### config.mk
export PLATFORM = sky130hd
export DESIGN_NAME = asic_sample_sequencer
export DESIGN_NICKNAME = d
export VERILOG_FILES = /design/src/rtl/asic_sample_sequencer.sv
export SDC_FILE = /design/constraint.sdc
export NUM_CORES = 1
export LEC_CHECK = 0
export CAP_MARGIN = 20
export CORE_MARGIN = 4
export CORE_UTILIZATION = 43
export CTS_CLUSTER_DIAMETER = 100
export DETAILED_ROUTE_END_ITERATION = 12
export GPL_ROUTABILITY_DRIVEN = 0
export PLACE_DENSITY = 0.77
export SLEW_MARGIN = 40
export SYNTH_ARGS = -nofsm -noshare
export SYNTH_HDL_FRONTEND = slang
export SYNTH_SLANG_ARGS = --single-unit
### constraint.sdc
create_clock -name clk -period 2.97 [get_ports clk]
set_clock_uncertainty 0.15 [all_clocks]
set_input_delay 0.4455 -clock clk [delete_from_list [all_inputs] [get_ports clk]]
set_output_delay 0.4455 -clock clk [all_outputs]
set_load 0.01 [all_outputs]
### src/rtl/asic_sample_sequencer.sv
`default_nettype none
// ============================================================================
// Module   : asic_sample_sequencer
// Purpose  : Walks a block of input samples through asic_function_interface.
//            Each sample is read from the input RAM (1-cycle latency), held
//            on o_asic_data_in, and issued with a start pulse once the
//            interface reports idle. Completion is detected as valid going
//            low and then high again. The result is written to the output
//            RAM at the same index.
// Revision : 1.0 - initial release
// ----------------------------------------------------------------------------
// Ports:
//   clk, rst            clock, synchronous active-high reset
//   i_run, i_abort      start pulse (ignored while busy) / abort of active run
//   i_num_samples       sample count, latched when a run is accepted
//   o_busy, o_done      not-idle / sticky completion flag
//   o_timeout_err       sticky per-sample timeout flag
//   o_sample_idx        current sample index
//   o_in_rd_*           input RAM read port (data returns next cycle)
//   o_asic_start        start pulse to the interface
//   o_asic_data_in      registered sample presented to the interface
//   i_asic_data_valid   interface valid (high only when interface is idle)
//   i_asic_data_out     interface result word
//   o_out_wr_*          output RAM write port
// ============================================================================
module asic_sample_sequencer #(
  parameter int ADDR_WIDTH     = 15,
  parameter int DATA_WIDTH     = 16,
  parameter int TIMEOUT_CYCLES = 100000
) (
  input  logic                  clk,
  input  logic                  rst,
  input  logic                  i_run,
  input  logic                  i_abort,
  input  logic [ADDR_WIDTH:0]   i_num_samples,
  output logic                  o_busy,
  output logic                  o_done,
  output logic                  o_timeout_err,
  output logic [ADDR_WIDTH-1:0] o_sample_idx,
  output logic                  o_in_rd_en,
  output logic [ADDR_WIDTH-1:0] o_in_rd_addr,
  input  logic [DATA_WIDTH-1:0] i_in_rd_data,
  output logic                  o_asic_start,
  output logic [DATA_WIDTH-1:0] o_asic_data_in,
  input  logic                  i_asic_data_valid,
  input  logic [DATA_WIDTH-1:0] i_asic_data_out,
  output logic                  o_out_wr_en,
  output logic [ADDR_WIDTH-1:0] o_out_wr_addr,
  output logic [DATA_WIDTH-1:0] o_out_wr_data
);

  // Spare headroom bit so the counter cannot wrap back below the limit.
  localparam int TW = $clog2(TIMEOUT_CYCLES + 1) + 1;
  localparam logic [TW-1:0] C_TIMER_LAST = TW'(TIMEOUT_CYCLES - 1);

  typedef enum logic [2:0] {
    S_IDLE      = 3'd0,
    S_READ      = 3'd1,
    S_LATCH     = 3'd2,
    S_ISSUE     = 3'd3,
    S_WAIT_BUSY = 3'd4,
    S_WAIT_DONE = 3'd5,
    S_WRITE     = 3'd6
  } state_t;

  state_t                r_state;
  state_t                w_state_nxt;
  logic [ADDR_WIDTH:0]   r_count;
  logic [ADDR_WIDTH-1:0] r_idx;
  logic [DATA_WIDTH-1:0] r_data_in;
  logic [DATA_WIDTH-1:0] r_wr_data;
  logic [TW-1:0]         r_timer;
  logic                  r_done;
  logic                  r_timeout_err;

  logic w_timing;
  logic w_last;
  logic w_accept;
  logic w_latch;
  logic w_capture;
  logic w_advance;
  logic w_finish;
  logic w_timeout;

  // States in which the per-sample timer runs.
  assign w_timing = (r_state == S_ISSUE) || (r_state == S_WAIT_BUSY) ||
                    (r_state == S_WAIT_DONE);
  assign w_last   = ({1'b0, r_idx} == (r_count - 1'b1));

  always_comb begin
    w_state_nxt = r_state;
    w_accept    = 1'b0;
    w_latch     = 1'b0;
    w_capture   = 1'b0;
    w_advance   = 1'b0;
    w_finish    = 1'b0;
    w_timeout   = 1'b0;
    if ((r_state != S_IDLE) && i_abort) begin
      w_state_nxt = S_IDLE;
    end else begin
      case (r_state)
        S_IDLE: begin
          if (i_run) begin
            w_accept = 1'b1;
            if (i_num_samples != '0) w_state_nxt = S_READ;
          end
        end
        S_READ:  w_state_nxt = S_LATCH;
        S_LATCH: begin
          w_latch     = 1'b1;
          w_state_nxt = S_ISSUE;
        end
        // Waiting for valid here guarantees no start goes into an interface
        // left mid-conversion by an earlier abort or timeout.
        S_ISSUE:     if (i_asic_data_valid)  w_state_nxt = S_WAIT_BUSY;
        S_WAIT_BUSY: if (!i_asic_data_valid) w_state_nxt = S_WAIT_DONE;
        S_WAIT_DONE: begin
          if (i_asic_data_valid) begin
            w_capture   = 1'b1;
            w_state_nxt = S_WRITE;
          end
        end
        S_WRITE: begin
          if (w_last) begin
            w_finish    = 1'b1;
            w_state_nxt = S_IDLE;
          end else begin
            w_advance   = 1'b1;
            w_state_nxt = S_READ;
          end
        end
        default: w_state_nxt = S_IDLE;
      endcase
      // A real state change that cycle takes precedence over the timeout.
      if (w_timing && (w_state_nxt == r_state) && (r_timer >= C_TIMER_LAST)) begin
        w_timeout   = 1'b1;
        w_state_nxt = S_IDLE;
      end
    end
  end

  always_ff @(posedge clk) begin
    if (rst) r_state <= S_IDLE;
    else     r_state <= w_state_nxt;
  end

  always_ff @(posedge clk) begin
    if (rst) begin
      r_count       <= '0;
      r_idx         <= '0;
      r_data_in     <= '0;
      r_wr_data     <= '0;
      r_timer       <= '0;
      r_done        <= 1'b0;
      r_timeout_err <= 1'b0;
    end else begin
      if (w_accept) begin
        r_timeout_err <= 1'b0;
        if (i_num_samples == '0) begin
          r_done <= 1'b1;
        end else begin
          r_done  <= 1'b0;
          r_count <= i_num_samples;
          r_idx   <= '0;
        end
      end
      if (w_latch) begin
        r_data_in <= i_in_rd_data;
        r_timer   <= '0;
      end else if (w_timing) begin
        r_timer <= r_timer + 1'b1;
      end
      if (w_capture) r_wr_data <= i_asic_data_out;
      if (w_advance) r_idx <= r_idx + 1'b1;
      if (w_finish)  r_done <= 1'b1;
      if (w_timeout) begin
        r_done        <= 1'b1;
        r_timeout_err <= 1'b1;
      end
    end
  end

  assign o_busy         = (r_state != S_IDLE);
  assign o_done         = r_done;
  assign o_timeout_err  = r_timeout_err;
  assign o_sample_idx   = r_idx;
  assign o_in_rd_en     = (r_state == S_READ);
  assign o_in_rd_addr   = r_idx;
  assign o_asic_start   = (r_state == S_ISSUE) && i_asic_data_valid;
  assign o_asic_data_in = r_data_in;
  assign o_out_wr_en    = (r_state == S_WRITE);
  assign o_out_wr_addr  = r_idx;
  assign o_out_wr_data  = r_wr_data;

endmodule
`default_nettype wire

After elaboration in Yosys (flattened, before gate mapping)
Index checks and enable logic that the tools add are counted.
W data, S select, Z words.
- input bits: 53
- output and inout port bits: 83
- bits in registers: 86
- logic and storage cells: 72
- eq/ne operators: 9
- reductions and logical operators: 17
- mux-type cells: 33
- magnitude comparators: 1
- add/sub/neg operators: 3
- bitwise logic cells: 1
- operators by type and width (operator ; count):
    $mux W15 ; 3
    $mux W1 ; 23
    $pmux W3 S7 ; 1
    $add A18 B1 Y18 const B ; 1
    $ge A18 B17 Y1 const B ; 1
    $mux W3 ; 6
    $eq A15 B16 Y1 ; 1
    $logic_not A16 Y1 ; 1
    $reduce_bool A16 Y1 ; 1
    $sub A16 B1 Y16 const B ; 1
    $add A15 B1 Y15 const B ; 1
    $eq A3 B3 Y1 const B ; 3
    $eq A3 B2 Y1 const B ; 2
    $reduce_bool A3 Y1 ; 2
    $logic_and A1 B1 Y1 ; 4
    $reduce_and A2 Y1 ; 2
    $reduce_bool A2 Y1 ; 2
    $eq A3 B1 Y1 const B ; 1
    $eq A3 B3 Y1 ; 1
    $logic_not A3 Y1 ; 1
    $reduce_or A3 Y1 ; 1
    $logic_or A1 B1 Y1 ; 2
    $ne A2 B2 Y1 const B ; 1
    $reduce_or A2 Y1 ; 1
    $not A1 Y1 ; 1

Longest topological paths before layout
- depth in word-level cells: 11
- mapped depth: 12
- gate-level depth less buffers: 9

Worst setup path after synthesis
No wires, ideal clock.
- kind: register -> register
- start point: register r_count[0]
- end point: register r_idx[6] (netlist: o_in_rd_addr[6])
- arrival: 2734 ps
- buffers on the path: 3
- setup time: 69 ps
- period minus slack after synthesis: 2952 ps
- stages on the path, launching flop included: 13
- setup slack: 18 ps
- data required time: 2751 ps
- cells stage by stage: dfxtp_1 -> buf_2 -> inv_1 -> ha_1 -> nor3b_1 -> a21oi_1 -> a2111o_1 -> or4_1 -> nor4_4 -> buf_6 -> buf_12 -> o211ai_2 -> a21oi_2
- cells in the longest elaborated chain, start to end: 7
- elaborated cells between the ends (all ways): 9
- classes of those cells: 1 x add/sub; 2 x eq/ne; 4 x mux; 2 x reduce/logical
- RTL lines (what ; line ; text):
    start: declaration ; 68 ; logic [ADDR_WIDTH:0] r_count;
    start signal: assignment ; 163 ; r_count <= i_num_samples;
    $sub A16 B1 Y16 * ; 88 ; assign w_last = ({1'b0, r_idx} == (r_count - 1'b1));
    $eq A15 B16 Y1 * ; 88 ;
    $mux W1 * ; 124 ; if (w_last) begin
    $mux W1 * ; 101 ; case (r_state)
    $mux W1 * ; 98 ; if ((r_state != S_IDLE) && i_abort) begin
    $ne A2 B2 Y1 (no source line) or $reduce_bool A2 Y1 (tied branches) ; -- ;
    $reduce_and A2 Y1 (no source line) ; -- ;
    end signal: assignment ; 174 ; if (w_advance) r_idx <= r_idx + 1'b1;
    end: declaration ; 69 ; logic [ADDR_WIDTH-1:0] r_idx;
Every way passes the cells marked *; elsewhere a longest branch is shown, timed or not.
A chain may end at the register's enable or synchronous reset.

Worst setup path after layout
- start point: register r_count[1]
- end point: register r_idx[11] (netlist: o_in_rd_addr[11])
Same word-level chain as after synthesis.

==> results.toml <==
[outcome]
status = "finished clean"

[yosys]
synth_ff_type = "dfxtp_1"
synth_area_leader_cell = "dfxtp_1"
synth.area.top_cells = "dfxtp_1 37%, nand2_1 7.3%, buf_4 5.2%, a21oi_1 4.7%, nor2_1 4.2%"
yosysWarningCount = 0
synth.distinct_cells = 56
ys_async_sr_fraction_pct = 0
synth_top_area_share_pct = 37.4
yosys_register_bits = 86
ys_seq_area_share_pct = 37.4
syn_area_per_cell_um2 = 8.23
syn_inst = 559
synth_edf_count = 0
netlist_area_mm2 = 0.00460
synth_fp_nets = 615

[cts]
numCtsBuffers = 9
clock-sinks = 86
htreeDepth = 3
cts_root_buf = "clkbuf_8"
clockBufferDepth = 2
clock_latency_ns = 0.36
clkSlewWorstSetupHoldPaths_ns = 0.10
tritoncts = "yes"

[placed_design]
dp_hpwl_mm = 9.33
portBuffers = 135
place_ws_ns = 0.100

[layout]
drive_gt1_share_pct = 13.8
diodes = 0
multi_input_area_mm2 = 0.00251
area_growth_pct = 37.3
mostFrequentLayoutCell = "clkdlybuf4s50_1"
seq_area_mm2 = 0.00173
nFillCells = 899
num-nets-final = 734
layout_common_cells = "134 x clkdlybuf4s50_1, 89 x nand2_1, 83 x dfxtp_1"

[floorplan]
die_w_um = 111
core_area_mm2 = 0.0104
fp.dieH_um = 111
io_pins = 136
rows = 37
start_util_pct = 44.3
dieArea_mm2 = 0.0124

[timing]
relSlewSlack_pct = 53.7
setup_slack_ns = 0.0299
tightest_slew_ns = 0.689
hold_viol_final = 0
fin_crit_ns = 2.94
fmax_ghz = 0.340
fin_setup_tns_ns = 0
setup_viol = 0
finalCritPeriodShare_pct = 99.0
slew_violations = 0

[setup_path]
worstPathCellList = "inv_1, ha_4, or3b_2, nor3_1, o31a_1, a2111o_1, nor4_4, buf_6, clkbuf_16, or4_2, a21oi_2"
startpoint = "r_count[1]"
cp-start-kind = "flip-flop"
crit_path_end_kind = "flip-flop"
r2r_start = "r_count[1]"
slowest_delay_ns = 0.63
worst_path_max_delay_cell = "or4_2"
path_delay_family = "simple AND/OR/NAND/NOR gates"
critical_path.max_fanout = 14
worstPathArrival_ns = 3.08
path_buf_inv = 3
critPathKind = "reg2reg"
crit_required_ns = 3.11
r2r_slack_ns = 0.03

[grt]
first_global_vias = 4242
grt_use_met3_pct = 8.04
grt_max_degree = 45
grt_first_pass_wirelength_mm = 20.2
grt.total_usage_pct = 19.6
use_met1_pct = 23.7
gr-usage-met2_pct = 31.9
grt-ovfl-total = 0
busiest_layer = "met2"
antenna_found_initial = 0

[routing]
dr.first_iter.drc_count = 222
viasPerCell = 5.39
antenna_left = 0
drc = 0
wirelength_mm = 13.0
num_vias = 4417
dr.pass1.iters = 5
wl_per_cell_um = 15.9

[min_path]
hold_path.class = "reg2reg"
hold_start = "o_out_wr_data[8]"

[flow_run]
drv_cap = 0

[power_and_ir_drop]
peakVddDrop_uv = 279
p_leak_nw = 2.23
p_per_area_mw_per_mm2 = 427
[routing by layer]
| metal | share of wire (%) | vias up |
|---|---|---|
| met3 | 11 | 28 |
| li1 | - | 2154 |
| met4 | 2.0 | 0 |
| met1 | 40 | 2041 |
| met2 | 47 | 194 |
| met5 | 0 | - |
[synthesized netlist by cell type (3+ instances only)]
cell	instances
a211o_1	8
a211oi_1	3
a21oi_1	43
a21oi_2	8
and3_1	6
buf_2	5
buf_4	32
clkbuf_1	20
dfxtp_1	86
ha_1	3
inv_1	14
mux2i_1	18
nand2_1	89
nand2b_1	16
nand3_1	11
nand4_1	5
nor2_1	51
nor3_1	14
nor4_1	11
o2111ai_1	3
o211ai_2	7
o21ai_0	10
o41ai_1	3
or2_2	4
or3_1	10
or4_1	6
or4_2	3
xnor2_1	16
xor2_1	16
[kinds of logic (layout without fill, tap and decap cells)]
kind of cell,Yosys count,count (layout),share of synthesized area (%)
AND/OR/NAND/NOR,239,239,25.6
buffers and inverters,75,199,9.77
flip-flops,86,86,37.4
XOR/XNOR,33,33,6.61
adder cells (fa/ha/maj),3,3,0.816
AO/OA/AOI/OAI,105,105,15.9
multiplexers,18,18,3.92
[layout make-up]
type	count	share of cell area, %
clock inverters	7	1.17
repair buffers	169	26.2
flip-flops and latches	86	27.4
multi-input cells	398	39.7
inverters	14	0.833
clock buffers	9	1.96
well taps	136	2.70
[final timing paths]
kind	endpoint	depth (start not counted)
setup / recovery	o_in_rd_addr[11]	11
hold / removal	o_out_wr_data[8]	2
setup reg to reg	o_in_rd_addr[11]	11
hold reg to reg	o_out_wr_data[8]	2
[flip-flops by register name (all words and copies together), names as in the netlist]
register / flops
r_timer: 18
o_asic_data_in: 16
o_out_wr_data: 16
r_count: 16
o_in_rd_addr: 15
r_state: 3
o_done: 1
o_timeout_err: 1
[per-stage QoR]
stage | instances | util (%) | hold WS (ns) | total power [W] | cell area (um^2)
5_1_grt | 819 | 60.9 | 0.326 | 0.00283 | 6310
6_report | 819 | 60.9 | 0.309 | 0.00269 | 6310
4_1_cts | 812 | 59.2 | 0.309 | 0.00265 | 6140
3_5_place_dp | 796 | 57.3 | 0.298 | 0.00182 | 5940
2_1_floorplan | 559 | - | 0.308 | 0.00159 | 4600
3_3_place_gp | 796 | 57.3 | 0.291 | 0.00180 | 5940
[where the power goes]
part	switching [W]	total [W]	internal, W
Sequential	0.0000448	0.00124	0.00119
Clock	0.000439	0.000828	0.000390
Combinational	0.000309	0.000632	0.000323
Total	0.000792	0.00269	0.00190
[timing repair]
action / in CTS / in global routing
setup endpoints to repair: 0 / 16
setup buffers: 0 / 5
hold buffers: 0 / 0
hold endpoints to repair: 0 / 0
resized for setup: 0 / 20
[worst min-delay path, stage by stage, from the launching register on]
cell     delay (ns)
dfxtp_1        0.31
nand2_1        0.05
a21oi_1        0.05
(Power assumes the default switching activity.)
